==> src/rtl/mc_control_fsm_if.sv <==
// Control-sequencer bundle: fetch port, data-memory port, decoder feedback and datapath strobes.
// master = sequencer side, slave = datapath/memory side.
interface mc_control_fsm_if #(
    parameter int CNT_W = 32
) ();
    logic             start;
    logic             imem_req;
    logic             imem_ack;
    logic [31:0]      imem_rdata;
    logic [31:0]      ir;
    logic [5:0]       opcode;
    logic             zero;
    logic             dmem_req;
    logic             dmem_we;
    logic             dmem_ack;
    logic             alu_src;
    logic [1:0]       alu_op;
    logic             rf_we;
    logic             rf_wsel;
    logic             wb_sel;
    logic             pc_we;
    logic [1:0]       pc_src;
    logic             busy;
    logic             halted;
    logic             err_illegal;
    logic             err_timeout;
    logic [CNT_W-1:0] retired_cnt;

    modport master (
        input  start, imem_ack, imem_rdata, opcode, zero, dmem_ack,
        output imem_req, ir, dmem_req, dmem_we, alu_src, alu_op, rf_we, rf_wsel,
               wb_sel, pc_we, pc_src, busy, halted, err_illegal, err_timeout, retired_cnt
    );

    modport slave (
        output start, imem_ack, imem_rdata, opcode, zero, dmem_ack,
        input  imem_req, ir, dmem_req, dmem_we, alu_src, alu_op, rf_we, rf_wsel,
               wb_sel, pc_we, pc_src, busy, halted, err_illegal, err_timeout, retired_cnt
    );
endinterface

==> src/rtl/mc_control_fsm.sv <==
// Multi-cycle FETCH/DECODE/EXEC/MEM/WB sequencer; MC_PERF_CNT_EN adds a retired-instruction counter.
// Latency 2 (J) to 5 (LW) cycles, plus one per cycle of ack delay.
// Backpressure: imem/dmem requests hold until ack; a request unanswered for MEM_TIMEOUT cycles halts.
module mc_control_fsm #(
    parameter int MEM_TIMEOUT = 15,
    parameter int CNT_W       = 32
) (
    input  logic               clk,
    input  logic               rst,
    mc_control_fsm_if.master   bus
);
    typedef enum logic [2:0] {
        S_IDLE, S_FETCH, S_DECODE, S_EXEC, S_MEM, S_WB, S_HALT
    } state_t;

    localparam int              TO_W     = (MEM_TIMEOUT > 2) ? $clog2(MEM_TIMEOUT) : 1;
    localparam logic [TO_W-1:0] TO_LIMIT = TO_W'(MEM_TIMEOUT - 1);

    state_t          state, state_nxt, end_nxt;
    logic [31:0]     ir_q;
    logic [TO_W-1:0] to_cnt;
    logic            err_illegal_q, err_timeout_q;
    logic            wait_ack, to_hit;
    logic            is_r, is_addi, is_andi, is_lw, is_sw, is_beq, is_j, is_legal;

    assign is_r     = (bus.opcode == 6'b000000);
    assign is_addi  = (bus.opcode == 6'b001000);
    assign is_andi  = (bus.opcode == 6'b001100);
    assign is_lw    = (bus.opcode == 6'b100011);
    assign is_sw    = (bus.opcode == 6'b101011);
    assign is_beq   = (bus.opcode == 6'b000100);
    assign is_j     = (bus.opcode == 6'b000010);
    assign is_legal = is_r | is_addi | is_andi | is_lw | is_sw | is_beq | is_j;

    assign wait_ack = ((state == S_FETCH) && !bus.imem_ack) || ((state == S_MEM) && !bus.dmem_ack);
    assign to_hit   = (MEM_TIMEOUT != 0) && wait_ack && (to_cnt == TO_LIMIT);
    assign end_nxt  = bus.start ? S_FETCH : S_IDLE;

    always_ff @(posedge clk) begin
        if (rst) state <= S_IDLE;
        else     state <= state_nxt;
    end

    always_comb begin
        state_nxt = state;
        case (state)
            S_IDLE:   if (bus.start) state_nxt = S_FETCH;
            S_FETCH:  if (bus.imem_ack) state_nxt = S_DECODE;
                      else if (to_hit) state_nxt = S_HALT;
            S_DECODE: if (is_j) state_nxt = end_nxt;
                      else if (!is_legal) state_nxt = S_HALT;
                      else state_nxt = S_EXEC;
            S_EXEC:   if (is_beq) state_nxt = end_nxt;
                      else if (is_lw || is_sw) state_nxt = S_MEM;
                      else state_nxt = S_WB;
            S_MEM:    if (bus.dmem_ack) state_nxt = is_lw ? S_WB : end_nxt;
                      else if (to_hit) state_nxt = S_HALT;
            S_WB:     state_nxt = end_nxt;
            S_HALT:   state_nxt = S_HALT;
            default:  state_nxt = S_IDLE;
        endcase
    end

    always_comb begin
        bus.imem_req = 1'b0;
        bus.dmem_req = 1'b0;
        bus.dmem_we  = 1'b0;
        bus.alu_src  = 1'b0;
        bus.alu_op   = 2'b00;
        bus.rf_we    = 1'b0;
        bus.rf_wsel  = 1'b0;
        bus.wb_sel   = 1'b0;
        bus.pc_we    = 1'b0;
        bus.pc_src   = 2'b00;
        bus.busy     = (state != S_IDLE) && (state != S_HALT);
        bus.halted   = (state == S_HALT);
        case (state)
            S_FETCH: bus.imem_req = 1'b1;
            S_DECODE: if (is_j) begin
                bus.pc_we  = 1'b1;
                bus.pc_src = 2'b10;
            end
            S_EXEC: begin
                bus.alu_src = ~(is_r | is_beq);
                if (is_r)        bus.alu_op = 2'b10;
                else if (is_beq) bus.alu_op = 2'b01;
                else if (is_andi) bus.alu_op = 2'b11;
                if (is_beq) begin
                    bus.pc_we  = 1'b1;
                    bus.pc_src = bus.zero ? 2'b01 : 2'b00;
                end
            end
            S_MEM: begin
                bus.dmem_req = 1'b1;
                bus.dmem_we  = is_sw;
                bus.pc_we    = is_sw && bus.dmem_ack;
            end
            S_WB: begin
                bus.rf_we   = 1'b1;
                bus.rf_wsel = is_r;
                bus.wb_sel  = is_lw;
                bus.pc_we   = 1'b1;
            end
            default: ;
        endcase
    end

    // Timeout counter restarts on every entry into a request state.
    always_ff @(posedge clk) begin
        if (rst) begin
            ir_q          <= '0;
            to_cnt        <= '0;
            err_illegal_q <= 1'b0;
            err_timeout_q <= 1'b0;
        end else begin
            if ((state == S_FETCH) && bus.imem_ack) ir_q <= bus.imem_rdata;
            if (((state_nxt == S_FETCH) || (state_nxt == S_MEM)) && (state_nxt != state))
                to_cnt <= '0;
            else if (wait_ack)
                to_cnt <= to_cnt + 1'b1;
            if ((state == S_DECODE) && !is_legal) err_illegal_q <= 1'b1;
            if (to_hit) err_timeout_q <= 1'b1;
        end
    end

    assign bus.ir          = ir_q;
    assign bus.err_illegal = err_illegal_q;
    assign bus.err_timeout = err_timeout_q;

`ifdef MC_PERF_CNT_EN
    logic [CNT_W-1:0] retired_q;
    always_ff @(posedge clk) begin
        if (rst)            retired_q <= '0;
        else if (bus.pc_we) retired_q <= retired_q + 1'b1;
    end
    assign bus.retired_cnt = retired_q;
`else
    assign bus.retired_cnt = {CNT_W{1'b0}};
`endif
endmodule

==> src/flat_wrapper.sv <==
// flat-port wrapper written by rule: the top's interface ports become plain ports
module mc_control_fsm_flat 
#(
    parameter int MEM_TIMEOUT = 15,
    parameter int CNT_W       = 32
)
  (clk, rst, bus_start, bus_imem_ack, bus_imem_rdata, bus_opcode, bus_zero, bus_dmem_ack, bus_imem_req, bus_ir, bus_dmem_req, bus_dmem_we, bus_alu_src, bus_alu_op, bus_rf_we, bus_rf_wsel, bus_wb_sel, bus_pc_we, bus_pc_src, bus_busy, bus_halted, bus_err_illegal, bus_err_timeout, bus_retired_cnt);
  mc_control_fsm_if #(.CNT_W(CNT_W)) bus_i ();
  input  logic clk;
  input  logic rst;
  input wire logic [$bits(bus_i.start)-1:0] bus_start;
  input wire logic [$bits(bus_i.imem_ack)-1:0] bus_imem_ack;
  input wire logic [$bits(bus_i.imem_rdata)-1:0] bus_imem_rdata;
  input wire logic [$bits(bus_i.opcode)-1:0] bus_opcode;
  input wire logic [$bits(bus_i.zero)-1:0] bus_zero;
  input wire logic [$bits(bus_i.dmem_ack)-1:0] bus_dmem_ack;
  output wire logic [$bits(bus_i.imem_req)-1:0] bus_imem_req;
  output wire logic [$bits(bus_i.ir)-1:0] bus_ir;
  output wire logic [$bits(bus_i.dmem_req)-1:0] bus_dmem_req;
  output wire logic [$bits(bus_i.dmem_we)-1:0] bus_dmem_we;
  output wire logic [$bits(bus_i.alu_src)-1:0] bus_alu_src;
  output wire logic [$bits(bus_i.alu_op)-1:0] bus_alu_op;
  output wire logic [$bits(bus_i.rf_we)-1:0] bus_rf_we;
  output wire logic [$bits(bus_i.rf_wsel)-1:0] bus_rf_wsel;
  output wire logic [$bits(bus_i.wb_sel)-1:0] bus_wb_sel;
  output wire logic [$bits(bus_i.pc_we)-1:0] bus_pc_we;
  output wire logic [$bits(bus_i.pc_src)-1:0] bus_pc_src;
  output wire logic [$bits(bus_i.busy)-1:0] bus_busy;
  output wire logic [$bits(bus_i.halted)-1:0] bus_halted;
  output wire logic [$bits(bus_i.err_illegal)-1:0] bus_err_illegal;
  output wire logic [$bits(bus_i.err_timeout)-1:0] bus_err_timeout;
  output wire logic [$bits(bus_i.retired_cnt)-1:0] bus_retired_cnt;
  assign bus_i.start = bus_start;
  assign bus_i.imem_ack = bus_imem_ack;
  assign bus_i.imem_rdata = bus_imem_rdata;
  assign bus_i.opcode = bus_opcode;
  assign bus_i.zero = bus_zero;
  assign bus_i.dmem_ack = bus_dmem_ack;
  assign bus_imem_req = bus_i.imem_req;
  assign bus_ir = bus_i.ir;
  assign bus_dmem_req = bus_i.dmem_req;
  assign bus_dmem_we = bus_i.dmem_we;
  assign bus_alu_src = bus_i.alu_src;
  assign bus_alu_op = bus_i.alu_op;
  assign bus_rf_we = bus_i.rf_we;
  assign bus_rf_wsel = bus_i.rf_wsel;
  assign bus_wb_sel = bus_i.wb_sel;
  assign bus_pc_we = bus_i.pc_we;
  assign bus_pc_src = bus_i.pc_src;
  assign bus_busy = bus_i.busy;
  assign bus_halted = bus_i.halted;
  assign bus_err_illegal = bus_i.err_illegal;
  assign bus_err_timeout = bus_i.err_timeout;
  assign bus_retired_cnt = bus_i.retired_cnt;
  mc_control_fsm #(.MEM_TIMEOUT(MEM_TIMEOUT), .CNT_W(CNT_W)) u_core (.clk(clk), .rst(rst), .bus(bus_i));
endmodule
==> config.mk <==
export PLATFORM = sky130hd
export DESIGN_NAME = mc_control_fsm_flat
export DESIGN_NICKNAME = d
export VERILOG_FILES = /design/src/rtl/mc_control_fsm_if.sv /design/src/rtl/mc_control_fsm.sv /design/src/flat_wrapper.sv
export SDC_FILE = /design/constraint.sdc
export NUM_CORES = 1
export LEC_CHECK = 0
export ABC_AREA = 1
export CORE_MARGIN = 1
export CORE_UTILIZATION = 35
export CTS_BUF_LIST = sky130_fd_sc_hd__clkbuf_8 sky130_fd_sc_hd__clkbuf_16
export DETAILED_ROUTE_END_ITERATION = 12
export HOLD_SLACK_MARGIN = 0.03
export PLACE_DENSITY_LB_ADDON = 0.05
export REMOVE_ABC_BUFFERS = 1
export SETUP_SLACK_MARGIN = 0.1
export SLEW_MARGIN = 10
export SYNTH_ARGS = -nofsm -noshare
export SYNTH_HDL_FRONTEND = slang
export SYNTH_SLANG_ARGS = --single-unit
==> constraint.sdc <==
create_clock -name clk -period 1.4 [get_ports clk]
set_input_delay 0.21 -clock clk [delete_from_list [all_inputs] [get_ports clk]]
set_output_delay 0.21 -clock clk [all_outputs]
set_load 0.01 [all_outputs]
==> metrics.md <==
| Metric | Value |
|---|---|
| CP delay by family, top | `buffers and inverters` |
| Metal3 WL | `between 400 and 500 um` |
| Crit share post-route | `115%` |
| IO buf count | `91` |
| Total power | `3.74 mW` |
| Simple-gate share of the synthesized area | `between 30 and 40%` |
| DR pass1 iterations | `4` |
| Switch Pwr | `about 1.3 mW` |
| Max VDD drop | `between 0.0007 and 0.0008 V` |
| Post-Place Worst Slack | `-0.733 ns` |
| First-pass GRT wire length | `around 10 mm` |
| Routed via count | `between 2000 and 2500` |
| WHS | `approximately 0.45 ns` |
| Status | `finished, violations left` |
| Sequential-to-total area share from yosys stat | `between 30 and 40%` |
| Die ar. | `~6800 um2` |
| Clock transition at path regs | `approximately 0.08 ns` |
| Clk pwr share | `22.1%` |
| Initial antenna violation count | `0` |
| Row count | `28` |
| Commonest non-fill, non-tap cells in the layout | `42 x nor2_1, 40 x dlygate4sd2_1, 39 x buf_4` |
| Vias in the first global route | `roughly 2200` |
| Num CTS Buffers | `5` |
| Mapped Avg Cell Area | `between 7 and 8 um2` |
| Leading cell type in the layout, fill and taps excluded | `nor2_1` |
| Antenna diodes | `0` |
| Synth Area in XOR/XNOR | `approximately 1.2%` |
| RD Place Congestion | `0.901` |
| Worst path arrival time | `1.40 ns` |
| Slew Limit Fails | `0` |
| Net Sw Frac | `around 34%` |
| Comb power frac | `a little over 40%` |
| CP Cell Sequence | `buf_6, inv_6, buf_6, nand3_4, o21a_1, a21oi_1, buf_2` |
| Initial core utilization | `about 37%` |
| Share of total power in sequential cells | `37.0%` |
| DR WL/cell | `11.8 um` |
| Worst path required time | `roughly 1.2 ns` |
| IO Count | `around 120` |
| CTS tree | `done` |
| Synth Instances | `312` |
| #FFs+latches synth | `41` |
| Post-layout util | `approximately two thirds` |
| Largest net degree at the start of global routing | `20` |
| CP Class | `register to output port` |
| Post-CTS Hold Fix Bufs | `0` |
| RSZ-0062 raised after global routing | `true` |
| Via density | `around 4.5` |
| Yosys cell types | `34` |
| Clock insertion delay at the later pin of the skew report | `approximately 0.29 ns` |
| Die Width | `roughly 82 um` |
| Fmax | `between 600 and 700 MHz` |
| Top Layer Used | `met4` |
| Placed Area | `between 3000 and 4000 um2` |
| CP startpoint kind | `register` |
| Mux cell area share after synthesis | `0%` |
| DIE HEIGHT | `between 80 and 90 um` |
| Post-route minimum period | `1.61 ns` |
| Max incr delay on CP | `between 0.3 and 0.4 ns` |
| DR DRC count | `0` |
| Drt initial violations | `67` |
| Hold Vio Cnt, Final | `0` |
| Worst setup margin | `-0.213 ns` |
| Post-DRT Antenna Nets | `0` |
| Finished Cell Area | `between 4000 and 5000 um2` |
| Max Cap Violations | `0` |
| Most frequent CP cell | `buf_6` |
| Area delta synth->final | `79.5%` |
| Clock sink count | `just over 40` |
| Slowest cell on crit path | `dfxtp_4` |
| Post-synthesis compound-gate area fraction | `around 11%` |
| Total GRT Usage | `roughly a fifth` |
| CTS Buffer Depth | `2` |
| Final wirelength | `approximately 6.4 mm` |
| Synth Area in Adders | `1.66%` |
| Final setup violation count | `54` |
| Post-Syn Area | `2260 um2` |
| Layout cell share with drive strength beyond 1 | `approximately 40%` |
| Failing checks | `setup timing` |
| H-tree depth | `2` |
| Met2 Routed Length | `3.13 mm` |
| Pwr/cell area | `923 nW/um2` |
| Core Area | `approximately 6100 um2` |
| CP Max Fanout | `5` |
| GRT Residual Overflow | `0` |
| Post-DP HPWL | `roughly 4.7 mm` |
| Met1 wire length | `between 2 and 3 mm` |
| Worst clock skew | `between 0.006 and 0.007 ns` |
| Lkg Pwr | `1.97 nW` |
| WP buf/inv | `4` |
| Root Buffer | `clkbuf_8` |
| Yosys Warn Count | `0` |
| Largest family of logic cells by synthesized area | `simple AND/OR/NAND/NOR gates` |
| CP endpoint kind | `output port` |
| Internal power | `2.48 mW` |
| Nets | `around 500` |
| Hold Crit Class | `register to register` |
[layer usage]
metal | vias to the layer above | global-route usage [%]
li1 | 1233 | -
met1 | 1087 | 23.9
met2 | 82 | 33.5
met3 | 4 | 6.15
met4 | 0 | 4.74
met5 | - | 0
[cell type report]
| type | count | area [um2] |
|---|---|---|
| Tap cell | 75 | 93.8 |
| Multi-Input combinational cell | 234 | 1490 |
| Sequential cell | 41 | 832 |
| Fill cell | 534 | 2000 |
| Clock inverter | 2 | 13.8 |
| Inverter | 27 | 119 |
| Clock buffer | 6 | 82.6 |
| Timing Repair Buffer | 154 | 1430 |
[path summary, 6_finish.rpt]
| check | start | end | slack (ns) | cells past startpoint |
|---|---|---|---|---|
| max | u_core.state[0] | bus_pc_we | -0.21 | 7 |
| min | u_core.bus.err_illegal | u_core.bus.err_illegal | 0.45 | 2 |
| max reg2reg | u_core.state[0] | u_core.to_cnt[1] | -0.21 | 14 |
| min reg2reg | u_core.bus.err_illegal | u_core.bus.err_illegal | 0.45 | 2 |
[worst reg2reg max path: cells and delay by family (launching register included)]
kind | cells | cell delay, ns
and+or+nand+nor | 9 | 0.71
buffers and inverters | 5 | 0.42
DFF | 1 | 0.37
[synth_stat cells, drive strengths merged]
| library cell | count | area share (%) |
|---|---|---|
| buf | 38 | 12 |
| o21ai | 33 | 7.3 |
| xor2 | 1 | 0.39 |
| ha | 3 | 1.7 |
| nand3 | 19 | 6.5 |
| nor2 | 92 | 17 |
| dfxtp | 41 | 36 |
| a21oi | 7 | 2.4 |
| and2 | 1 | 0.39 |
| nor3b | 1 | 0.33 |
| inv | 27 | 4.6 |
| nand2 | 31 | 6.0 |
| nor3 | 2 | 0.44 |
| clkbuf | 3 | 0.50 |
| nor4 | 2 | 1.2 |
| nand4 | 4 | 1.1 |
| conb | 1 | 0.17 |
| a31oi | 2 | 0.55 |
| o21a | 1 | 0.33 |
| o211ai | 1 | 0.33 |
| xnor2 | 2 | 0.77 |
[through the flow]
step | std cells | setup TNS, ns
after floorplan | 302 | -8.83
after global placement | 521 | -17.63
after detailed placement | 521 | -18.67
after CTS | 532 | -7.02
after global routing | 539 | -11.83
final | 539 | -7.65
[logic make-up (layout without fill, tap and decap cells)]
family | Yosys count | in the layout
compound gates | 44 | 44
xor+xnor | 3 | 3
fa+ha+maj | 3 | 3
buf+inv | 68 | 189
flops | 41 | 41
other cells | 1 | 32
simple gates | 152 | 152
[power groups by stage]
| stage | clock, mW | combinational [mW] | sequential, mW |
|---|---|---|---|
| 4_1_cts | 0.844 | 1.31 | 1.39 |
| 3_3_place_gp | 0 | 1.29 | 1.40 |
| 5_1_grt | 0.902 | 1.67 | 1.40 |
| 6_report | 0.827 | 1.53 | 1.38 |
| 2_1_floorplan | 0 | 0.485 | 1.46 |
| 3_5_place_dp | 0 | 1.29 | 1.40 |
[registers in the layout, indices dropped and copies added (netlist names)]
| register | count |
|---|---|
| u_core.bus.err_timeout | 1 |
| u_core.to_cnt | 4 |
| u_core.state | 3 |
| u_core.bus.ir | 32 |
| u_core.bus.err_illegal | 1 |
[timing repair]
| action | 4_1_cts | 5_1_grt |
|---|---|---|
| cloned | 0 | 2 |
| setup buffers | 3 | 6 |
| resized for setup | 149 | 77 |
| pin swaps | 8 | 16 |
| setup endpoints to repair | 89 | 55 |
Power figures use the tool's default switching activity.
